`config.mk`:
```
export PLATFORM = sky130hd
export DESIGN_NAME = four_digit_led_driver
export DESIGN_NICKNAME = d
export VERILOG_FILES = /design/src/rtl/four_digit_led_driver.sv
export SDC_FILE = /design/constraint.sdc
export NUM_CORES = 1
export LEC_CHECK = 0
export BUFFER_PORTS_ARGS = -buffer_cell sky130_fd_sc_hd__buf_2
export CAP_MARGIN = 25
export CORE_ASPECT_RATIO = 0.6
export CORE_UTILIZATION = 30
export CTS_CLUSTER_DIAMETER = 60
export DETAILED_ROUTE_END_ITERATION = 16
export GPL_TIMING_DRIVEN = 0
export PLACE_DENSITY = 0.45
export SLEW_MARGIN = 5
export SYNTH_ARGS = -nofsm -noshare
export SYNTH_HDL_FRONTEND = slang
export SYNTH_SLANG_ARGS = --single-unit
```
`constraint.sdc`:
```
create_clock -name clk -period 3.2 [get_ports clk]
set_input_delay 0.16 -clock clk [delete_from_list [all_inputs] [get_ports clk]]
set_output_delay 0.16 -clock clk [all_outputs]
set_load 0.005 [all_outputs]
```
`src/rtl/four_digit_led_driver.sv`:
```
// four_digit_led_driver: scrolling 4-digit 7-seg viewer over a 16-char ROM.
// Define DEBOUNCE_EN to filter the button; otherwise raw synchronized edges count.
module four_digit_led_driver #(
  parameter int REFRESH_DIV     = 16,
  parameter int DEBOUNCE_CYCLES = 8
) (
  input  logic clk,
  input  logic reset,
  input  logic nxt_button,
  output logic an3,
  output logic an2,
  output logic an1,
  output logic an0,
  output logic a,
  output logic b,
  output logic c,
  output logic d,
  output logic e,
  output logic f,
  output logic g,
  output logic dp
);

  localparam int SW = $clog2(REFRESH_DIV);
  localparam int DW = $clog2(DEBOUNCE_CYCLES);

  localparam logic [3:0] MSG [16] = '{
    4'h0, 4'h1, 4'h2, 4'h3, 4'h4, 4'h5, 4'h6, 4'h7,
    4'h8, 4'h9, 4'ha, 4'hb, 4'hc, 4'hd, 4'he, 4'hf
  };

  if (REFRESH_DIV < 2) begin : g_bad_div
    $error("REFRESH_DIV must be at least 2");
  end
  if (DEBOUNCE_CYCLES < 2) begin : g_bad_db
    $error("DEBOUNCE_CYCLES must be at least 2");
  end

  function automatic logic [6:0] seg7(input logic [3:0] h);
    logic [6:0] s;
    case (h)
      4'h0:    s = 7'b0000001;
      4'h1:    s = 7'b1001111;
      4'h2:    s = 7'b0010010;
      4'h3:    s = 7'b0000110;
      4'h4:    s = 7'b1001100;
      4'h5:    s = 7'b0100100;
      4'h6:    s = 7'b0100000;
      4'h7:    s = 7'b0001111;
      4'h8:    s = 7'b0000000;
      4'h9:    s = 7'b0000100;
      4'ha:    s = 7'b0001000;
      4'hb:    s = 7'b1100000;
      4'hc:    s = 7'b0110001;
      4'hd:    s = 7'b1000010;
      4'he:    s = 7'b0110000;
      default: s = 7'b0111000;
    endcase
    return s;
  endfunction

  logic          sync1;
  logic          sync2;
  logic          armed;
  logic          lvl_q;
  logic          rise;
  logic [3:0]    k;
  logic [SW-1:0] scan_cnt;
  logic [1:0]    dig;
  logic [3:0]    idx;
  logic [3:0]    an_r;
  logic [6:0]    seg_r;

`ifdef DEBOUNCE_EN
  logic [DW-1:0] db_cnt;
  logic          lvl;

  // level is accepted only after DEBOUNCE_CYCLES consecutive differing samples
  always_ff @(posedge clk or posedge reset) begin
    if (reset) begin
      db_cnt <= '0;
      lvl    <= 1'b0;
    end else if (sync2 == lvl) begin
      db_cnt <= '0;
    end else if (db_cnt == DW'(DEBOUNCE_CYCLES - 1)) begin
      db_cnt <= '0;
      lvl    <= sync2;
    end else begin
      db_cnt <= db_cnt + 1'b1;
    end
  end
`else
  logic lvl;
  assign lvl = sync2;
`endif

  assign rise = lvl & ~lvl_q & armed;

  // sync flops reset high so a button held through reset is not seen as a
  // fresh press; counting is armed only once the button is seen released
  always_ff @(posedge clk or posedge reset) begin
    if (reset) begin
      sync1 <= 1'b1;
      sync2 <= 1'b1;
      armed <= 1'b0;
      lvl_q <= 1'b0;
      k     <= 4'h0;
    end else begin
      sync1 <= nxt_button;
      sync2 <= sync1;
      armed <= armed | ~sync2;
      lvl_q <= lvl;
      if (rise) k <= k + 4'h1;
    end
  end

  assign idx = k + {2'b00, dig};

  // outputs are reloaded only at slot start, so K changes never tear a slot
  always_ff @(posedge clk or posedge reset) begin
    if (reset) begin
      scan_cnt <= '0;
      dig      <= 2'd0;
      an_r     <= 4'hf;
      seg_r    <= 7'h7f;
    end else if (scan_cnt == '0) begin
      an_r     <= ~(4'b1000 >> dig);
      seg_r    <= seg7(MSG[idx]);
      scan_cnt <= SW'(1);
    end else if (scan_cnt == SW'(REFRESH_DIV - 1)) begin
      scan_cnt <= '0;
      dig      <= dig + 2'd1;
    end else begin
      scan_cnt <= scan_cnt + 1'b1;
    end
  end

  assign {an3, an2, an1, an0} = an_r;
  assign {a, b, c, d, e, f, g} = seg_r;
  assign dp = 1'b1;

endmodule

```
==> reports/metrics.yaml <==
grt_pass1_wl_um: 4491
synth_compound_area_frac: 0.1141
synth_top_family_by_area: "adder cells"
dieArea_um2: 5039
synthFlopType: "dfstp_2"
clock_sinks: 25
route.final.wire_length_um: 2598
multi_input_area_um2: 710.7
post-route-min-period_ns: 2.373
setup_viol: 0
setup_tns_ns: 0
maxCapViolCount: 0
synthToLayoutAreaGrowth_pct: 15.72
whs_ns: 0.3584
grt_antenna_before_repair: 0
yosys.area_share.simple: 0.1378
die_h_um: 55.39
final_cell_area_um2: 1649
fmax_ghz: 0.4214
synth_fp_nets: 151
ff_latch_area_um2: 641.9
p_clk_frac: 0.133
clk_latency_ns: 0.27
critPathMaxStageDelay_ns: 0.63
worstSetupStartpoint: "dig[0]$_DFFE_PP0P_"
rsz0062_at_grt: "false"
netlist_area_um2: 1425
worst_pin_slew_ns: 0.5032
io_pins: 15
cts.clk_slew.worst_paths_ns: 0.09
p_int_mw: 0.8548
antenna_cells: 0
synth.largest_area_cell: "dfstp_2"
core_um2: 4324
die_w_um: 90.98
detail_route.wl_per_cell_um: 12.25
cts_buffers: 3
synth_edf_count: 0
seqPwrFrac: 0.320
synth_cells: 132
postSynth.asyncResetShare: 1.000
h-tree-depth: 1
relSlewSlack: 0.6642
ys_ff_latch: 25
p_leak_nw: 0.7445
synth_common_cells: "ha_1, dfstp_2, dfrtp_1"
yosysUniqueCellTypes: 39
combPwrFrac: 0.547
grt_pass1_vias: 944
track_usage: 0.1157
gp_congestion: 0.8571
dpl_cell_area_um2: 1565
crit_arrival_ns: 2.55
worstSetupStartpointType: "flip-flop"
reg2reg_from: "dig[0]$_DFFE_PP0P_"
crit_path_top_delay_cell: "fa_1"
synth_top_cell_area_share: 0.2397
critical_path_peak_fanout: 6
synthXorXnorAreaFrac: 0.06146
drc: 0
synth_mux_area_frac: 0.03687
hold_viol: 0
synth_fa_ha_area_frac: 0.1457
fin_worst_skew_ns: 0.002478
final_util: 0.3814
status: "finished, final reports clean"
start_util: 0.3296
ys_seq_area_frac: 0.4504
port_buffers: 13
min_period_over_period: 0.7415
dr.pass1.iters: 4
postCtsSetupRepairBufs: 0
cts_resized: 0
clockBufferDepth: 2
syn-mean-instance-area_um2: 10.80
min_from: "sync1$_DFF_PP1_"
ir_worst_vdd_mv: 0.3898
std_cell_rows: 18
drive_gt1_frac: 0.3158
grt_overflow: 0
cts_tree: "done"
post-dp-hpwl_um: 1990
vias: 968
yosysMostFrequentCell: "ha_1"
switching_power_mw: 0.5737
fillers: 447
finish.net_count: 172
yosys_warnings: 0
hold_path_class: "flip-flop to flip-flop"
viasPerCell: 4.566
powerDensity_nw_per_um2: 866.2
grt_start_max_net_pins: 26
switching_share: 0.4016
cp_cell_sequence: "ha_1 -> inv_1 -> fa_1 -> inv_1 -> ha_1 -> nand2_1 -> and3_2 -> o41ai_2"
clockRootBuffer: "clkbuf_8"
critPathKind: "flip-flop to flip-flop"
end_kind: "flip-flop"
slew_violations: 0
drt_iter0_drc: 21
ys_top_cells_by_area: "dfstp_2, dfrtp_1, ha_1, inv_1, nand2_1"
ant_nets: 0
crit_required_ns: 3.38
[critical path: cells and delay by family (launching register included)]
family / cells / cell delay [ns]
flops: 1 / 0.48
buf+inv: 2 / 0.19
compound gates: 1 / 0.19
fa+ha+maj: 3 / 1.16
simple gates: 2 / 0.27
[per-stage QoR]
stage / worst slack, ns / power, mW / std cells
after global placement: 0.9022 / 1.234 / 205
after floorplan: 1.100 / 1.058 / 132
after CTS: 0.8289 / 1.438 / 210
after global routing: 0.6797 / 1.554 / 212
final: 0.8271 / 1.429 / 212
after detailed placement: 0.8554 / 1.239 / 205
[path summary, 6_finish.rpt]
path,end,slack (ns),depth (start not counted)
min,lvl$_DFF_PP1_,0.36,0
max in group asynchronous,seg_r[3]$_DFFE_PP1N_,2.20,4
max,seg_r[3]$_DFFE_PP1N_,0.83,8
min reg2reg,lvl$_DFF_PP1_,0.36,0
min in group asynchronous,lvl_q$_DFF_PP0_,0.45,3
max reg2reg,seg_r[3]$_DFFE_PP1N_,0.83,8
[power by group through the flow]
stage / registers (mW) / logic, mW / clock network (mW)
finish: 0.457 / 0.781 / 0.190
global route: 0.470 / 0.870 / 0.214
CTS: 0.459 / 0.778 / 0.201
detailed placement: 0.464 / 0.775 / 0
global placement: 0.461 / 0.773 / 0
floorplan: 0.459 / 0.599 / 0
[cell type report]
cell class,count,share of cell area
clock inverter,1,0.004552
buffer,5,0.01897
sequential,25,0.3892
timing repair buffer,16,0.06070
tap,60,0.04552
clock buffer,3,0.02504
inverter,11,0.02504
multi-input combinational,91,0.4310
[flip-flops by register name, summed over array words and instances, names as in the netlist]
signal	flops
lvl_q	1
seg_r	7
an_r	4
sync1	1
lvl	1
k	4
armed	1
scan_cnt	4
dig	2
[cell families (layout without fill, tap and decap cells)]
family,count (synthesis),after routing
AND/OR/NAND/NOR,40,40
flip-flops,25,25
AO/OA/AOI/OAI,22,22
adder cells (fa/ha/maj),16,16
buffers and inverters,16,36
XOR/XNOR,7,7
multiplexers,5,5
other,1,1
[routing by layer]
layer	wire length, um	track usage	up-vias	part of all wire
li1	-	-	479	-
met1	1384	0.1602	474	0.53
met2	1111	0.1732	13	0.43
met3	78	0.03581	2	0.030
met4	25	0.03401	0	0.0096
met5	0	0	-	0
[repair_timing]
action / in CTS / in global routing
endpoints found under the hold margin: 1 / 7
hold buffers: 1 / 1
endpoints found under the setup margin: 0 / 0
[layout by cell type (no fill, tap or decap), types with 2 or more instances in the layout]
cell type / synthesis / routed
dfstp_2: 13 / 13
dfrtp_1: 12 / 12
or2_2: 2 / 2
o21ai_0: 5 / 5
ha_1: 15 / 15
nor2_1: 11 / 11
buf_4: 3 / 3
o41ai_2: 2 / 2
xnor2_1: 4 / 4
a31oi_1: 4 / 4
nand2_1: 11 / 11
mux2_2: 2 / 2
nand2b_1: 3 / 3
clkbuf_8: 0 / 3
mux2i_1: 3 / 3
nand3_1: 4 / 4
buf_2: 1 / 14
a21oi_1: 5 / 5
dlygate4sd3_1: 0 / 2
inv_1: 11 / 11
Note: power is estimated with default switching activity, not from simulation.
